### src/rtl/approx_region_budget_ctrl.sv
// approx_region_budget_ctrl: times approximate fetch regions against a programmable budget and raises a held timeout request on overrun
module approx_region_budget_ctrl #(
   parameter int unsigned FETCH_WIDTH    = 2,
   parameter int unsigned DATA_WIDTH     = 32,
   parameter int unsigned DEFAULT_BUDGET = 1024
) (
   input  logic                   clk,
   input  logic                   rst_n,
   input  logic [DATA_WIDTH-1:0]  cycleCounter,
   input  logic [FETCH_WIDTH-1:0] startValid,
   input  logic                   stall,
   input  logic                   endValid,
   input  logic                   flush,
   input  logic                   cfgWe,
   input  logic [DATA_WIDTH-1:0]  cfgBudget,
   input  logic                   timeoutAck,
   output logic [DATA_WIDTH-1:0]  beginCycle,
   output logic                   regionActive,
   output logic                   timeoutReq,
   output logic [DATA_WIDTH-1:0]  budget,
   output logic [15:0]            timeoutCount
);
   typedef enum logic [1:0] {IDLE, ACTIVE, TIMEOUT} state_t;
   state_t state, state_nxt;
   logic start, over;
   logic [DATA_WIDTH-1:0] elapsed;
   assign start = |startValid & ~stall & ~flush;
   // modular subtraction keeps elapsed correct across counter wrap
   assign elapsed = cycleCounter - beginCycle;
   assign over = (budget != '0) && (elapsed >= budget);
   assign regionActive = state == ACTIVE;
   assign timeoutReq = state == TIMEOUT;
   always_comb begin
      state_nxt = IDLE;
      state_nxt = (state == IDLE)    ? (start ? ACTIVE : IDLE) :
                  (state == ACTIVE)  ? ((flush | endValid) ? IDLE : (over ? TIMEOUT : ACTIVE)) :
                  (state == TIMEOUT) ? ((timeoutAck | flush) ? IDLE : TIMEOUT) : IDLE;
   end
   always_ff @(posedge clk or negedge rst_n) begin
      if (!rst_n) begin
         state        <= IDLE;
         beginCycle   <= '0;
         budget       <= DATA_WIDTH'(DEFAULT_BUDGET);
         timeoutCount <= '0;
      end else begin
         state <= state_nxt;
         if (state == IDLE && start) beginCycle <= cycleCounter;
         if (cfgWe) budget <= cfgBudget;
         if (state == ACTIVE && state_nxt == TIMEOUT && timeoutCount != 16'hFFFF)
            timeoutCount <= timeoutCount + 16'd1;
      end
   end
endmodule

### config.mk
export PLATFORM = sky130hd
export DESIGN_NAME = approx_region_budget_ctrl
export DESIGN_NICKNAME = d
export VERILOG_FILES = /design/src/rtl/approx_region_budget_ctrl.sv
export SDC_FILE = /design/constraint.sdc
export NUM_CORES = 1
export LEC_CHECK = 0
export CORE_MARGIN = 10
export CORE_UTILIZATION = 45
export DETAILED_ROUTE_END_ITERATION = 10
export GPL_TIMING_DRIVEN = 0
export PLACE_DENSITY = 0.81
export SETUP_SLACK_MARGIN = 0.02
export SYNTH_ARGS = -nofsm -noshare
export SYNTH_HDL_FRONTEND = slang
export SYNTH_SLANG_ARGS = --single-unit
### constraint.sdc
create_clock -name clk -period 4.7 [get_ports clk]
set_input_delay 0.94 -clock clk [delete_from_list [all_inputs] [get_ports clk]]
set_output_delay 0.94 -clock clk [all_outputs]
set_load 0.03 [all_outputs]
* After elaboration in Yosys (flattened, before gate mapping) *
Cells that the tools add are included.
Widths: inputs -> output; s select.

word-level totals
  input bits = 73
  word-level logic and storage cells = 31
  output and inout bits = 82
  register bits after elaboration = 82

operators by class
  add/subtract/negate cells = 2
  bitwise logic cells = 6
  magnitude comparators = 1
  multiplexer cells = 7
  reductions and logical operators = 7
  eq/ne operators = 4

operators by type and width
  operator               count
  $ge 32x32->1           1
  $reduce_bool 32->1     1
  $sub 32x32->32         1
  $add 16x1->16 const B  1
  $ne 16x16->1 const B   1
  $mux 2                 6
  $eq 2x2->1 const B     2
  $logic_and 1x1->1      4
  $and 1x1->1            2
  $eq 2x1->1 const B     1
  $logic_not 2->1        1
  $not 1->1              2
  $or 1x1->1             2
  $reduce_or 2->1        1
  $mux 1                 1

* Depth between registers and ports, before layout *
Gate-level depths: netlist of run 1.

  depth after elaboration = 10
  depth in mapped cells = 22
  depth with buffers taken out = 21

* Worst setup path before layout of run 1 *
Ideal clock, no wire load.

  path type = input to register
  start = input port cycleCounter[0]
  end = register timeoutCount[8]
  path slack = -7 ps
  arrival time = 4626 ps
  stages on the path = 21
  path buffers = 1
  path through = inv_1 ha_1 inv_1 fa_1 a21o_1 a21o_1 or2_2 a311oi_1 o21bai_1 a21oi_1 xnor2_1 ha_1 nand4_1 or4_1 nor4_1 a211oi_1 a21oi_2 nor2_1 buf_6 nor2_1 xor2_1

on the way
  longest elaborated chain between the ends = 10

ends and longest elaborated chain
  what                            RTL line  RTL
  start: declaration              9         input logic [DATA_WIDTH-1:0] cycleCounter,
  $sub 32x32->32                  29        assign elapsed = cycleCounter - beginCycle;
  $ge 32x32->1                    30        assign over = (budget != '0) && (elapsed >= budget);
  $logic_and 1x1->1               30
  $mux 2 (3 in a row)             36        (state == ACTIVE) ? ((flush | endValid) ? IDLE : (over ? TIMEOUT : ACTIVE)) :
  $mux 2                          35        state_nxt = (state == IDLE) ? (start ? ACTIVE : IDLE) :
  $eq 2x2->1                      49        if (state == ACTIVE && state_nxt == TIMEOUT && timeoutCount != 16'hFFFF)
  $logic_and 1x1->1 (2 in a row)  49
  end signal: assignment          50        timeoutCount <= timeoutCount + 16'd1;
  end: declaration                21        output logic [15:0] timeoutCount

No other way between the ends.
A chain may end at the register's enable or synchronous reset.

* Worst setup path in the final report of run 1 *
  start = input port cycleCounter[11]
  end = register timeoutCount[1]

Same word-level chain as after synthesis.

==> results of run 1 <==
final timing paths:
path | start | to | slack, ns
worst max register to register | beginCycle[0] | timeoutCount[1] | 0.41
worst max-delay path | cycleCounter[11] | timeoutCount[1] | 0.06
min in group asynchronous | rst_n | timeoutCount[10] | 0.57
worst min register to register | timeoutCount[4] | timeoutCount[4] | 0.49
max in group asynchronous | rst_n | budget[10] | 3.46
worst min-delay path | timeoutCount[4] | timeoutCount[4] | 0.49
through the flow:
step / util, % / cell area, um^2 / worst slack (ns) / TNS (ns)
after floorplan: - / 5660 / 0.0647 / 0
after global placement: 60.8 / 7400 / -0.912 / -42.54
after detailed placement: 61.0 / 7420 / -0.933 / -15.59
after CTS: 66.1 / 8040 / -0.103 / -1.02
after global routing: 68.6 / 8340 / -0.0510 / -0.438
final: 68.6 / 8340 / 0.0574 / 0
critical path, stage by stage:
cell and delay [ns]:
clkdlybuf4s50_1 0.43, ha_2 0.40, inv_1 0.07, a31oi_2 0.27, o21ai_2 0.14, nand4_1 0.16
nand2_2 0.12, o31ai_4 0.31, buf_4 0.18, xor2_1 0.06, ha_1 0.30, and4_1 0.19
o21ai_0 0.08, or4_4 0.52, a21oi_2 0.13, buf_6 0.13, buf_6 0.10, o21ai_4 0.05
mux2_4 0.30
repair_timing:
| item | CTS | global route |
|---|---|---|
| endpoints found under the hold margin | 0 | 0 |
| resized for setup | 66 | 48 |
| buffers inserted | 8 | 10 |
| cloned | 1 | 0 |
| pin swaps | 24 | 35 |
| endpoints found under the setup margin | 18 | 18 |
synth_stat cells, drive strengths merged, types with 2 or more instances:
library cell and count:
a2111oi 4, a211oi 4, a21o 21, a21oi 36, a311oi 2, a31oi 3
and2 5, and3 9, and4 2, buf 2, clkbuf 16, dfrtp 81
ha 64, inv 73, mux2 4, nand2 76, nand2b 7, nand3 16
nand4 20, nor2 33, nor2b 5, nor3 7, nor4 12, nor4b 2
o2111ai 2, o211ai 2, o21a 6, o21ai 72, o21bai 5, o31ai 2
or3 2, or4 3, or4b 2, xnor2 20, xor2 20
cells by family (layout without fill, tap and decap cells):
kind of cell,after synthesis,count (layout),share of synthesized area (%)
adders and majority gates,65,65,14.5
other,0,1,0
and+or+nand+nor,203,203,17.8
xor gates and xnor gates,40,40,6.20
muxes,4,4,0.797
buffers and inverters,91,280,6.24
AOI/OAI and AO/OA,167,167,18.1
DFF,82,82,36.3
power by group through the flow:
stage,combinational [uW],sequential [uW],clock [uW]
finish,2210,888,666
global route,2420,904,701
CTS,2020,887,674
detailed placement,1830,897,0
global placement,1790,895,0
floorplan,1040,1100,0
routing by layer:
layer / routed length (um) / global-route usage [%] / up-vias / part of all wire, %
met5: 0 / 0 / - / 0
met4: 273 / 5.25 / 0 / 1.5
met2: 9010 / 32.2 / 119 / 50
met1: 7590 / 22.4 / 2599 / 42
met3: 1020 / 6.29 / 15 / 5.7
li1: - / - / 2652 / -
registers in the layout, summed over array words and instances, names as in the netlist:
register,cells
beginCycle,32
budget,32
state,2
timeoutCount,16
cell type report:
class,instances,share of cell area [%]
Inverter,73,3.31
Buffer,18,0.945
Timing Repair Buffer,173,20.5
Clock inverter,5,0.495
Multi-Input combinational cell,479,44.8
Clock buffer,11,2.79
Tap cell,168,2.52
Sequential cell,82,24.6
Antenna cell,1,0.0300
==> impl_metrics.tcl, run 1 <==
set metrics [dict create \
    status "finished, final reports clean" \
    routed_wl_um 17900 \
    vias 5385 \
    yosys.cell_types.count 54 \
    crit_path_start_kind "input port" \
    antenna_left 0 \
    io_pins 155 \
    fmax_ghz 0.215 \
    cts_hold_buf 0 \
    rr_worst_depth 20 \
    cts_tree "done" \
    synth-seq-area-share_pct 36.3 \
    cap_violations 0 \
    yosysTopAreaCellShare_pct 35.9 \
    syn_area_um2 5650 \
    drt-initial-drc-count 276 \
    syn_inst 652 \
    viasPerCell 5.33 \
    skew_ns 0.00670 \
    rsz0062_at_grt "yes" \
    period_share_pct 98.8 \
    sw_frac_of_total_pct 42.8 \
    peakVddDrop_v 0.000301 \
    power_frac_clock_pct 17.7 \
    worstHoldPathCells 1 \
    multi_input_area_um2 3740 \
    p_comb_share_pct 58.8 \
    tightest_slew_ns 0.801 \
    grt_max_degree 43 \
    cp-end-kind "flip-flop" \
    synthTopCellsByArea "dfrtp_1, ha_1, o21ai_0" \
    drive_gt1_share_pct 13.7 \
    layout_commonest_cell "clkdlybuf4s50_1" \
    die_h_um 132 \
    wire_per_inst_um 17.7 \
    dp_cells 974 \
    clk_latency_ns 0.35 \
    grt_pass1_vias 5343 \
    yosys_register_bits 82 \
    yosysWarnings 0 \
    synth_top_area_cell "dfrtp_1" \
    p_per_area_nw_per_um2 451 \
    cts_max_level 3 \
    synthToLayoutAreaGrowth_pct 47.6 \
    place_congestion 0.866 \
    die_w_um 132 \
    clock_path_buffers 2 \
    worstPathArrival_ns 4.88 \
    initial_utilization_pct 46.5 \
    core_area_um2 12200 \
    slew_violations 0 \
    p_seq_share_pct 23.6 \
    fillCellCount 954 \
    dieArea_um2 17400 \
    setup-violations-final 0 \
    fin_crit_ns 4.64 \
    clkSinkCount 82 \
    hpwl_um 13200 \
    synth-async-reset-ratio_pct 100 \
    worst_ep_required_time_ns 4.94 \
    syn_nets 790 \
    clk_pin_slew_ns 0.06 \
    final_cell_mix "clkdlybuf4s50_1, dfrtp_1, nand2_1, inv_1, o21ai_0" \
    drc 0 \
    leakage_uw 0.00375 \
    internal_power_uw 2150 \
    syn_avg_cell_area_um2 8.67 \
    finalNetCount 974 \
    hold_path_class "reg -> reg" \
    seq_area_um2 2050 \
    hold_viol 0 \
    cp_max_fo 7 \
    synth_enable_flop_cells 0 \
    ys.flop_type "dfrtp_1" \
    placementRows 40 \
    switching_power_uw 1610 \
    crit_type "in -> reg" \
    holdWs_ns 0.487 \
    io_buffers 153 \
    grt_pass1_wl_um 27300 \
    maxSlewHeadroom_pct 45.2 \
    finalNonFillerCells 1010 \
    dr.pass1.iters 4 \
    grt_use_total_pct 19.0 \
    gr-total-overflow 0 \
    cts-root-buf "clkbuf_16" \
    antenna_found_initial 1 \
    cts_buffers 9 \
    totalPowerFinal_uw 3770 \
]
(Power assumes the default switching activity.)
==> inputs of run 2 (changes only) <==
--- a/config.mk
+++ b/config.mk
@@ -5,11 +5,12 @@
 export SDC_FILE = /design/constraint.sdc
 export NUM_CORES = 1
 export LEC_CHECK = 0
+export CAP_MARGIN = 20
 export CORE_MARGIN = 10
-export CORE_UTILIZATION = 45
+export CORE_UTILIZATION = 30
 export DETAILED_ROUTE_END_ITERATION = 10
 export GPL_TIMING_DRIVEN = 0
-export PLACE_DENSITY = 0.81
+export PLACE_DENSITY = 0.6
 export SETUP_SLACK_MARGIN = 0.02
 export SYNTH_ARGS = -nofsm -noshare
 export SYNTH_HDL_FRONTEND = slang
==> constraint.sdc (replaced) <==
create_clock -name clk -period 6.01 [get_ports clk]
set_input_delay 1.202 -clock clk [delete_from_list [all_inputs] [get_ports clk]]
set_output_delay 1.202 -clock clk [all_outputs]
set_load 0.03 [all_outputs]
==> impl_metrics.tcl, run 2 (synthesis gave the netlist of run 1 again) <==
set metrics [dict create \
    status "finished, final reports clean" \
    placed_cell_area_um2 7500 \
    die_w_um 157 \
    top_regs "beginCycle (32), budget (32), timeoutCount (16)" \
    internal_power_uw 1570 \
    layout_commonest_cell "clkdlybuf4s50_1" \
    cts_setup_buffers 0 \
    sw_frac_of_total_pct 41.5 \
    hpwl_um 14300 \
    rr_worst_depth 19 \
    totalPowerFinal_uw 2680 \
    cp_max_fo 10 \
    wire_per_inst_um 16.9 \
    drt-initial-drc-count 180 \
    seq_area_um2 2050 \
    gr-total-overflow 0 \
    leakage_uw 0.00357 \
    p_per_area_nw_per_um2 343 \
    cts_max_level 3 \
    final_cell_mix "clkdlybuf4s50_1, dfrtp_1, nand2_1, inv_1, o21ai_0" \
    io_buffers 153 \
    final.setup.tns_ns 0 \
    fillCellCount 1865 \
    hold_viol 0 \
    cts_hold_buf 0 \
    synthToLayoutAreaGrowth_pct 38.1 \
    peakVddDrop_v 0.000160 \
    clk_latency_ns 0.34 \
    vias 5148 \
    antenna_left 0 \
    crit_type "in -> reg" \
    drc 0 \
    place_congestion 0.830 \
    p_seq_share_pct 25.8 \
    cp-end-kind "flip-flop" \
    postLayoutCoreUtil_pct 41.9 \
    switching_power_uw 1110 \
    clock_path_buffers 2 \
    clkSinkCount 82 \
    holdWs_ns 0.492 \
    antenna_found_initial 0 \
    core_area_um2 18600 \
    crit_path_start_kind "input port" \
    fin_area_um2 7810 \
    clk_pin_slew_ns 0.06 \
    hold_path_class "reg -> reg" \
    placementRows 50 \
    die_h_um 157 \
    viasPerCell 4.87 \
    maxSlewHeadroom_pct 48.5 \
    multi_input_area_um2 3260 \
    worstPathArrival_ns 5.93 \
    tightest_slew_ns 0.753 \
    grt_pass1_wl_um 28100 \
    slew_violations 0 \
    skew_ns 0.00912 \
    finalNetCount 955 \
    rsz0062_at_grt "no" \
    p_comb_share_pct 53.8 \
    power_frac_clock_pct 20.4 \
    fin_crit_ns 5.67 \
    period_share_pct 94.4 \
    io_pins 155 \
    setup-violations-final 0 \
    grt_max_degree 47 \
    dr.pass1.iters 5 \
    dieArea_um2 24700 \
    worst_ep_required_time_ns 6.27 \
    fmax_ghz 0.176 \
    cts_buffers 9 \
    cap_violations 0 \
    initial_utilization_pct 30.3 \
    worstHoldPathCells 1 \
    grt_pass1_vias 5281 \
    cts_tree "done" \
    drive_gt1_share_pct 4.62 \
    cts-root-buf "clkbuf_16" \
    routed_wl_um 17800 \
    grt_use_total_pct 14.4 \
]
==> run 2: repair_timing <==
action                     4_1_cts  5_1_grt
resized for setup                0        3
hold endpoints to repair         0        0
setup endpoints to repair        0       16
==> run 2: path summary, 6_finish.rpt <==
check / startpoint / to / slack [ns]
hold / removal: timeoutCount[4] / timeoutCount[4] / 0.49
hold reg to reg: timeoutCount[4] / timeoutCount[4] / 0.49
setup / recovery: cycleCounter[0] / timeoutCount[2] / 0.34
min in group asynchronous: rst_n / timeoutCount[12] / 0.83
setup reg to reg: beginCycle[0] / timeoutCount[2] / 1.30
max in group asynchronous: rst_n / beginCycle[21] / 4.56
==> run 2: worst max-delay path, stage by stage <==
cell and delay (ns):
clkdlybuf4s50_1 0.41, inv_1 0.06, ha_1 0.19, inv_1 0.08
fa_1 0.42, a21o_1 0.21, a21o_1 0.18, o2111ai_1 0.28
nand4_1 0.21, nand2_1 0.20, o31ai_2 0.15, or4b_1 0.52
nand3_1 0.11, ha_1 0.13, nand4_1 0.12, or4_1 0.58
a21oi_2 0.25, nor2_1 0.15, buf_6 0.18, nor2_1 0.13
xor2_1 0.16
==> run 2: per-layer routing <==
layer | track usage [%] | share of wire [%] | vias to the layer above
met5 | 0 | 0 | -
li1 | - | - | 2616
met3 | 3.44 | 6.1 | 13
met2 | 23.7 | 47 | 132
met1 | 18.4 | 46 | 2387
met4 | 4.19 | 1.2 | 0
==> run 2: area by class of cell <==
type / count / share of cell area, %
clock inverter: 2 / 0.128
inverter: 73 / 3.51
buffer: 18 / 1.01
timing repair buffer: 154 / 19.9
multi-input combinational: 479 / 41.8
clock buffer: 14 / 3.51
antenna: 1 / 0.0321
tap: 234 / 3.75
sequential: 82 / 26.3
==> run 2: power by group through the flow <==
| stage | clock [uW] | sequential [uW] | combinational, uW |
|---|---|---|---|
| 3_3_place_gp | 0 | 702 | 1420 |
| 4_1_cts | 565 | 694 | 1450 |
| 3_5_place_dp | 0 | 704 | 1440 |
| 2_1_floorplan | 0 | 861 | 811 |
| 6_report | 545 | 693 | 1440 |
| 5_1_grt | 588 | 707 | 1610 |
==> run 2: metrics by stage <==
stage,setup WS [ns],cells
final,0.337,1057
after floorplan,1.04,652
after global placement,-0.173,1039
after global routing,0.0330,1056
after detailed placement,-0.222,1040
after CTS,0.130,1056
